## config.mk

```make
export PLATFORM = sky130hd
export DESIGN_NAME = mem_wb_writeback
export DESIGN_NICKNAME = d
export VERILOG_FILES = /design/src/rtl/mem_wb_writeback.sv
export SDC_FILE = /design/constraint.sdc
export NUM_CORES = 1
export LEC_CHECK = 0
export BUFFER_PORTS_ARGS = -buffer_cell sky130_fd_sc_hd__buf_2
export CAP_MARGIN = 20
export CORE_ASPECT_RATIO = 1.75
export CORE_UTILIZATION = 51
export CTS_CLUSTER_SIZE = 10
export DETAILED_ROUTE_END_ITERATION = 10
export PLACE_DENSITY = 0.81
export REMOVE_ABC_BUFFERS = 1
export SYNTH_ARGS = -nofsm -noshare
export SYNTH_HDL_FRONTEND = slang
export SYNTH_SLANG_ARGS = --single-unit
```

## constraint.sdc

```tcl
create_clock -name clk -period 2.4 [get_ports clk]
set_input_delay 0.12 -clock clk [delete_from_list [all_inputs] [get_ports clk]]
set_output_delay 0.12 -clock clk [all_outputs]
set_load 0.02 [all_outputs]
```

## src/rtl/mem_wb_writeback.sv

```systemverilog
// rtl/mem_wb_writeback.sv - MEM/WB pipeline register with load align and writeback select (optional WB_RETIRE_CNT_EN retire counter)
module mem_wb_writeback #(
    parameter int DATA_W = 32,
    parameter int REG_AW = 5
) (
    input  logic              clk,
    input  logic              reset,
    input  logic              in_valid,
    input  logic              in_stall,
    input  logic              in_flush,
    input  logic              in_regwrite,
    input  logic [REG_AW-1:0] in_dest,
    input  logic [1:0]        in_wb_sel,
    input  logic [1:0]        in_ld_size,
    input  logic              in_ld_signed,
    input  logic [DATA_W-1:0] in_alu_result,
    input  logic [DATA_W-1:0] in_pc,
    input  logic [DATA_W-1:0] mem_rdata,
    output logic              reg_write_en,
    output logic [REG_AW-1:0] reg_write_dest,
    output logic [DATA_W-1:0] reg_write_data,
    output logic              wb_valid,
`ifdef WB_RETIRE_CNT_EN
    output logic [31:0]       retire_count,
`endif
    output logic              wb_misalign
);

    logic              wb_regwrite;
    logic [REG_AW-1:0] wb_dest;
    logic [1:0]        wb_sel;
    logic [1:0]        wb_ld_size;
    logic              wb_ld_signed;
    logic [DATA_W-1:0] wb_alu;
    logic [DATA_W-1:0] wb_pc;

    logic [1:0]        off;
    logic [7:0]        byte_lane;
    logic [15:0]       half_lane;
    logic [DATA_W-1:0] load_data;
    logic              is_load;

    // WB register: reset clears everything, flush only kills the slot, stall freezes
    always_ff @(posedge clk) begin
        if (reset) begin
            wb_valid     <= 1'b0;
            wb_regwrite  <= 1'b0;
            wb_dest      <= '0;
            wb_sel       <= 2'b00;
            wb_ld_size   <= 2'b00;
            wb_ld_signed <= 1'b0;
            wb_alu       <= '0;
            wb_pc        <= '0;
        end else if (in_flush) begin
            wb_valid     <= 1'b0;
        end else if (!in_stall) begin
            wb_valid     <= in_valid;
            wb_regwrite  <= in_regwrite;
            wb_dest      <= in_dest;
            wb_sel       <= in_wb_sel;
            wb_ld_size   <= in_ld_size;
            wb_ld_signed <= in_ld_signed;
            wb_alu       <= in_alu_result;
            wb_pc        <= in_pc;
        end
    end

    // Big-endian lane extraction and extension of the loaded word
    always_comb begin
        off       = wb_alu[1:0];
        byte_lane = 8'h00;
        case (off)
            2'd0:    byte_lane = mem_rdata[31:24];
            2'd1:    byte_lane = mem_rdata[23:16];
            2'd2:    byte_lane = mem_rdata[15:8];
            default: byte_lane = mem_rdata[7:0];
        endcase
        half_lane = off[1] ? mem_rdata[15:0] : mem_rdata[31:16];
        case (wb_ld_size)
            2'b00:   load_data = {{(DATA_W-8){wb_ld_signed & byte_lane[7]}}, byte_lane};
            2'b01:   load_data = {{(DATA_W-16){wb_ld_signed & half_lane[15]}}, half_lane};
            default: load_data = mem_rdata;
        endcase
    end

    // Writeback select, misalign detection and register-file write port
    always_comb begin
        is_load     = (wb_sel == 2'b01);
        wb_misalign = wb_valid & is_load &
                      (((wb_ld_size == 2'b01) & off[0]) | (wb_ld_size[1] & (off != 2'b00)));
        case (wb_sel)
            2'b01:   reg_write_data = load_data;
            2'b10:   reg_write_data = wb_pc + DATA_W'(8);
            default: reg_write_data = wb_alu;
        endcase
        reg_write_dest = wb_dest;
        reg_write_en   = wb_valid & wb_regwrite & (wb_dest != '0) & !wb_misalign;
    end

`ifdef WB_RETIRE_CNT_EN
    // Count instructions leaving WB; flush does not clear the running total
    always_ff @(posedge clk) begin
        if (reset)
            retire_count <= 32'd0;
        else if (wb_valid & !in_stall & !wb_misalign)
            retire_count <= retire_count + 32'd1;
    end
`endif

endmodule

```

==> summary.md, run 1 <==
| Metric | Value |
|---|---|
| Routed WL per cell | `16.12 um` |
| Largest net degree at the start of global routing | `77` |
| Cell Chain, Critical Path | `nand2b_1, and3_1, or3_4, nor2_2, a221o_1, buf_2` |
| CP max stage cell | `or3_4` |
| Via Count | `5025` |
| Row count | `44` |
| Util after Layout | `0.6677` |
| Antenna-violating nets left | `0` |
| Initial antenna violation count | `0` |
| Register bit total from synthesis | `76` |
| Avg Cell Area, Syn | `7.048 um^2` |
| Largest area contributor in the netlist | `dfxtp_1` |
| Fin crit share | `0.9738` |
| Most common cell after layout, fill and taps aside | `nand2_1` |
| Longest Clk Path Bufs | `2` |
| CP peak stage delay | `0.49 ns` |
| R2R Setup Slk | `1.58 ns` |
| DPL Wire Length | `10530 um` |
| Die Ht | `124.3 um` |
| Outcome | `finished, final reports clean` |
| Number of H-tree levels | `3` |
| Dpl ws | `0.2644 ns` |
| 1st-pass router iterations | `5` |
| Sequential cell area | `0.001524 mm^2` |
| DRT iter0 DRCs | `500` |
| Hold/Removal Path Class | `input pin to flop` |
| Met1 GRT Util | `0.3589` |
| YS warnings | `0` |
| Nature of the critical path startpoint | `flop` |
| Maxcap violations | `0` |
| CP delay by family, top | `simple AND/OR/NAND/NOR gates` |
| Post-Syn Area | `0.004355 mm^2` |
| CP bufs+invs | `1` |
| Clk_lat worst skew | `0.33 ns` |
| Cell Pwr Density | `562.4 mW/mm^2` |
| Critical Path End Type | `primary output` |
| Top_reg_cell synth | `dfxtp_1` |
| GR peak layer | `met2` |
| First-pass GRT wire length | `21820 um` |
| Register area share after synthesis | `0.3493` |
| Ant. Diodes | `0` |
| Gr ovfl total | `0` |
| Fmax | `427.9 MHz` |
| Synth-to-layout area growth | `27.43%` |
| Relative slew slack | `0.5952` |
| Commonest cells after routing, fill and taps aside | `179 x nand2_1, 151 x buf_2, 106 x a21oi_1` |
| Share of layout cells above drive strength 1 | `0.2870` |
| Peak fanout along the critical path | `12` |
| Root buf cell | `clkbuf_16` |
| Final hold vios | `0` |
| Ys async rst share | `0` |
| Drt drc | `0` |
| Number of global-route vias before repair | `4664` |
| Area of the multi-input gates | `0.002661 mm^2` |
| Routing usage on met2 | `0.5255` |
| PnR worst setup slack | `0.06283 ns` |
| IO Pins | `152` |
| Non-Filler Instances | `871` |
| Placed cell count | `853` |
| CP Class | `flop to primary output` |
| Net count, final | `867` |
| Port bufs | `151` |
| Post-synth EDFFs | `0` |
| Critical path arrival | `2.22 ns` |
| Peak VDD IR | `0.4241 mV` |
| Final Wtd Congestion | `1.005` |
| Fill cell count | `737` |
| CTS tree | `built` |
| Die width | `71.86 um` |
| Vias per std cell | `5.769` |
| Total Die Area | `0.008928 mm^2` |
| Slew Viols, Final | `0` |
| Leakage | `0.002292 uW` |
| Final setup fails | `0` |
| CTS clk-pin slew, worst paths | `0.06 ns` |
| Tmin final | `2.337 ns` |
| Met3 Use GR | `0.05097` |
| Global Route Usage Sum | `0.3115` |
| Req. time, crit path | `2.28 ns` |
| Distinct cells, synth | `49` |
| Post-Synthesis Cells | `618` |
| Worst-margin pin slew | `0.6060 ns` |
| Clock skew | `0 ns` |
| Clk sinks | `76` |
| Clock buffer count from CTS | `9` |
| Area of the core | `0.008313 mm^2` |
| Total routed wirelength | `14040 um` |
| Initial Util | `0.5239` |
| Hold_ws | `0.01974 ns` |
| Synth top area cells | `dfxtp_1 35%, nand2_1 16%, a21oi_1 12%` |
| Top-area cell type share of the netlist area | `0.3493` |
==> final timing paths <==
| kind | start | to | depth (start not counted) |
|---|---|---|---|
| worst max register to register | wb_ld_size[0] | wb_ld_size[0] | 2 |
| worst min-delay path | in_alu_result[11] | wb_alu[11] | 3 |
| worst min register to register | wb_alu[7] | wb_alu[7] | 2 |
| worst max-delay path | wb_ld_size[0] | reg_write_data[21] | 6 |
==> per-stage QoR <==
| stage | TNS [ns] | area [um^2] | total power [uW] |
|---|---|---|---|
| floorplan | -26.36 | 4143 | 1680 |
| global placement | 0 | 5205 | 1937 |
| detailed placement | 0 | 5205 | 1948 |
| CTS | 0 | 5505 | 3128 |
| global route | -0.04687 | 5550 | 3247 |
| finish | 0 | 5550 | 3122 |
==> final cells by class <==
cell class / count / share of cell area
repair buffers: 173 / 0.1686
flip-flops and latches: 76 / 0.2746
clock inverters: 3 / 0.002705
clock buffers: 12 / 0.04261
inverters: 9 / 0.006087
multi-input cells: 483 / 0.4795
well taps: 115 / 0.02592
==> per-layer routing <==
layer | wire length [um] | vias to the layer above | part of all wire
li1 | - | 2432 | -
met1 | 5475 | 2293 | 0.39
met2 | 6999 | 248 | 0.50
met3 | 800 | 52 | 0.057
met4 | 767 | 0 | 0.055
met5 | 0 | - | 0
==> tightest hold or removal path: stages <==
cell	delay (ns)
buf_2	0.09
nand2_1	0.04
a21oi_1	0.05
==> sequential cells by signal, indices dropped and copies added, names as in the netlist <==
register,flops
wb_alu,32
wb_pc,32
reg_write_dest,5
wb_ld_size,2
wb_sel,2
wb_ld_signed,1
wb_regwrite,1
wb_valid,1
==> timing repair <==
item | CTS | global route
pin swaps | 0 | 2
endpoints found under the hold margin | 1 | 0
hold buffers | 1 | 0
setup endpoints to repair | 14 | 21
setup buffers | 0 | 2
resized for setup | 8 | 14
==> synthesized netlist by cell type (all sizes together), types with 7 or more instances <==
cell type and number:
xnor2 11, mux2i 7, a22oi 8, nor2 24
nand3 12, nand2 181, o21ai 24, buf 11
inv 9, dfxtp 76, clkbuf 39, a21oi 106
xor2 7, o22ai 7, a31oi 8, nand4 9
==> cells by family after synthesis <==
family | Yosys count | share of synthesized area
mux | 13 | 0.03160
simple gates | 258 | 0.2577
xor+xnor | 18 | 0.03620
fa+ha+maj | 3 | 0.008619
flops | 76 | 0.3493
buf+inv | 59 | 0.05659
compound gates | 191 | 0.2600
==> where the power goes <==
part | switching [uW] | internal [uW]
logic | 337 | 228
registers | 56.3 | 1320
clock network | 490 | 689
total | 883 | 2240
Power figures use the tool's default switching activity.
==> run 2: changes to the inputs <==
--- a/config.mk
+++ b/config.mk
@@ -6,8 +6,9 @@
 export NUM_CORES = 1
 export LEC_CHECK = 0
+export ABC_AREA = 1
 export BUFFER_PORTS_ARGS = -buffer_cell sky130_fd_sc_hd__buf_2
 export CAP_MARGIN = 20
 export CORE_ASPECT_RATIO = 1.75
-export CORE_UTILIZATION = 51
+export CORE_UTILIZATION = 52
 export CTS_CLUSTER_SIZE = 10
 export DETAILED_ROUTE_END_ITERATION = 10
==> constraint.sdc (replaced) <==
create_clock -name clk -period 2.4 [get_ports clk]
set_input_delay 0.12 -clock clk [delete_from_list [all_inputs] [get_ports clk]]
set_output_delay 0.12 -clock clk [all_outputs]
set_load 0.1 [all_outputs]
==> run 2 against run 1 <==
Critical path depth up 5. Register-to-register slack got worse by 0.34 ns. Critical path type unchanged. Setup slack better by 0.015 ns. Hold slack worse by 0.015 ns. Clock-buffer cell count down 1. Non-clock buffer count unchanged. Area after synthesis rose by 9.7%. Sequential power about the same. Sequential share of layout area down 3.6 points. Largest power group is now the clock network. Sequential cell count stayed put.
==> summary.md, run 2 <==
| Metric | Value |
|---|---|
| Outcome | `finished, final reports clean` |
| Routed WL per cell | `16.60 um (+3.0%)` |
| Die width | `74.45 um (+3.6%)` |
| Most frequent cell after synthesis | `nand2_1` |
| Cell Pwr Density | `644.5 mW/mm^2 (+15%)` |
| Largest area contributor in the netlist | `dfxtp_1` |
| Root buf cell | `clkbuf_16` |
| Worst-margin pin slew | `0.9341 ns (+0.3281 ns)` |
| Slew Viols, Final | `0 (unchanged)` |
| Maxcap violations | `0 (unchanged)` |
| Placed cell count | `1061 (+24%)` |
| WHS Endpoint | `wb_valid` |
| Top_reg_cell synth | `dfxtp_1` |
| Peak fanout along the critical path | `5 (-7)` |
| R2R Setup Slk | `1.24 ns (-0.34 ns)` |
| Clock power frac | `0.352 (-0.026)` |
| CP max stage cell | `dfxtp_1` |
| Top-area cell type share of the netlist area | `0.3186 (-0.03075)` |
| Gr ovfl total | `0 (unchanged)` |
| Share of layout cells above drive strength 1 | `0.2362 (-0.05082)` |
| Cells on worst reg2reg path | `3 (+1)` |
| IO Pins | `152 (unchanged)` |
| Clk sinks | `76 (unchanged)` |
| Clock skew | `0 ns (unchanged)` |
| Comb power frac | `0.311 (+0.130)` |
| Non-Filler Instances | `1080 (+24%)` |
| CTS Hold Buffers Added | `0 (-1)` |
| Most frequent cells after synthesis | `310 x nand2_1, 128 x nor2_1, 85 x a21oi_1` |
| Worst R2R Start | `wb_ld_size[1]` |
| Synth-to-layout area growth | `34.77%` |
| Hold_sp | `in_flush` |
| Register area share after synthesis | `0.3186 (-0.03075)` |
| Post-Synthesis Cells | `817 (+32%)` |
| Cell Chain, Critical Path | `nand2_1, nor2_2, nand2_1, nor2_2, nand2_1, nand2_1, nand3_1, nand2_1, nand2_1, nand2_1, buf_6` |
| Drt drc | `0 (unchanged)` |
| Clock buffer count from CTS | `9 (unchanged)` |
| CTS clk-pin slew, worst paths | `0.06 ns (about the same)` |
| Util after Layout | `0.7328 (+0.06509)` |
| Net count, final | `1072 (+24%)` |
| Distinct cells, synth | `30 (-39%)` |
| Register bit total from synthesis | `76 (unchanged)` |
| Critical Path End Type | `primary output` |
| Hold/Removal Path Class | `input pin to flop` |
| Antenna-violating nets left | `0 (unchanged)` |
| Commonest cells after routing, fill and taps aside | `307 x nand2_1, 120 x buf_2, 117 x nor2_1` |
| R2R Path End | `wb_ld_size[1]` |
| Power, Total | `4148 uW (+33%)` |
| Nature of the critical path startpoint | `flop` |
| Fmax | `430.6 MHz (+0.63%)` |
| Row count | `45 (+2.3%)` |
| Leakage | `0.002834 uW (+24%)` |
| Global Route Usage Sum | `0.3856 (+0.07418)` |
| Net Sw Frac | `0.3559 (+0.07298)` |
| Fin crit share | `0.9677 (-0.006124)` |
| Seq pwr share | `0.337 (-0.104)` |
| Vias per std cell | `5.620 (-2.6%)` |
| First-pass GRT wire length | `27660 um (+27%)` |
| Via Count | `6070 (+21%)` |
| Most common cell after layout, fill and taps aside | `nand2_1` |
| Largest net degree at the start of global routing | `59 (-23%)` |
| Dpl ws | `0.1825 ns (-0.08184 ns)` |
| Initial Util | `0.5437 (+0.01980)` |
| Final setup fails | `0 (unchanged)` |
| Total Die Area | `0.009587 mm^2 (+7.4%)` |
| Area of the core | `0.008783 mm^2 (+5.7%)` |
| Clk_lat worst skew | `0.34 ns (about the same)` |
| Avg Cell Area, Syn | `5.846 um^2 (-17%)` |
| YS warnings | `0 (unchanged)` |
| PnR worst setup slack | `0.07753 ns (+0.01470 ns)` |
| Peak VDD IR | `0.5419 mV (+28%)` |
| CP Class | `flop to primary output` |
| Post-Syn Area | `0.004776 mm^2 (+9.7%)` |
| Most frequent CP cell | `nand2_1` |
| Final hold vios | `0 (unchanged)` |
| Tmin final | `2.322 ns (-0.01470 ns)` |
| 1st-pass router iterations | `7 (+2)` |
| Worst hold stages | `2 (-1)` |
| Port bufs | `151 (unchanged)` |
| Relative slew slack | `0.3773 (-0.2179)` |
| Total routed wirelength | `17930 um (+28%)` |
| Post-synth EDFFs | `0 (unchanged)` |
| Ys async rst share | `0 (unchanged)` |
| Number of global-route vias before repair | `5862 (+26%)` |
| Die Ht | `128.8 um (+3.6%)` |
| Final Wtd Congestion | `0.9492 (-5.5%)` |
| DPL Wire Length | `13140 um (+25%)` |
| Pint | `2672 uW (+19%)` |
| DRT iter0 DRCs | `505 (+1.0%)` |
| Longest Clk Path Bufs | `2 (unchanged)` |
| CP peak stage delay | `0.41 ns (-0.08 ns)` |
| CTS tree | `built` |
| Number of H-tree levels | `3 (unchanged)` |
| Initial antenna violation count | `2 (+2)` |
| Synth top area cells | `dfxtp_1 32%, nand2_1 24%, nor2_1 10%` |
| Setup TNS | `0 ns (unchanged)` |
| Critical path arrival | `2.20 ns (-0.02 ns)` |
| Req. time, crit path | `2.28 ns (about the same)` |
| Psw | `1476 uW (+67%)` |
## run 2: changes by cell type after synthesis, moves of 11 or more
| cell | change |
|---|---|
| a21oi_1 | -21 |
| nand3_1 | +24 |
| nand2_1 | +129 |
| inv_1 | +33 |
| xnor2_1 | -11 |
| a211oi_1 | +21 |
| nor2_1 | +108 |
## run 2: how the worst max path moves through the flow
stage	from	end	slack, ns	depth (start not counted)
6_report	wb_pc[12]	reg_write_data[29]	0.08	11
3_5_place_dp	wb_pc[4]	reg_write_data[15]	0.18	10
3_3_place_gp	wb_pc[4]	reg_write_data[15]	0.24	10
4_1_cts	wb_ld_size[1]	reg_write_data[2]	0.004	8
5_1_grt	wb_pc[12]	reg_write_data[23]	-0.04	11
2_1_floorplan	wb_valid	reg_write_en	-3.71	3
## run 2: critical path, delay by kind of cell, from the launching register on
family | cells | cell delay [ns]
DFF | 1 | 0.41
and+or+nand+nor | 10 | 1.21
buffers and inverters | 1 | 0.24
## run 2: routing by layer
layer | GRT usage | share of wire
met1 | 0.3789 | 0.34
met2 | 0.6746 | 0.52
met3 | 0.1010 | 0.078
met4 | 0.2764 | 0.067
met5 | 0 | 0
## run 2: layout make-up
cell class | instances | area (um^2)
Clock inverter | 4 | 73.82
Inverter | 45 | 172.7
Fill cell | 814 | 2347
Multi-Input combinational cell | 652 | 2994
Timing Repair Buffer | 173 | 1267
Sequential cell | 76 | 1534
Antenna cell | 2 | 5.005
Tap cell | 117 | 146.4
Clock buffer | 11 | 242.7
## run 2: cell families after synthesis
kind of cell / Yosys count / share of synthesized area
compound gates: 160 / 0.1912
xor+xnor: 1 / 0.001834
fa+ha+maj: 3 / 0.007860
buf+inv: 89 / 0.07414
flops: 76 / 0.3186
simple gates: 488 / 0.4063
## run 2: stage by stage
stage	hold WS (ns)	area [um^2]
after floorplan	0.1891	4591
after global placement	0.3468	5943
after detailed placement	0.3545	5943
after CTS	0.006906	6284
after global routing	0.005084	6436
final	0.004255	6436
## run 2: power groups by stage
stage | Combinational (uW) | Clock, uW | Sequential [uW]
final | 1290 | 1460 | 1400
after global routing | 1360 | 1520 | 1400
after CTS | 1260 | 1460 | 1390
after detailed placement | 1250 | 0 | 1420
after global placement | 1250 | 0 | 1410
after floorplan | 746 | 0 | 1430
## run 2: repair_timing
action	CTS	global route
endpoints found under the setup margin	20	25
pin swaps	0	1
endpoints found under the hold margin	0	0
resized for setup	10	46
buffers inserted	0	2
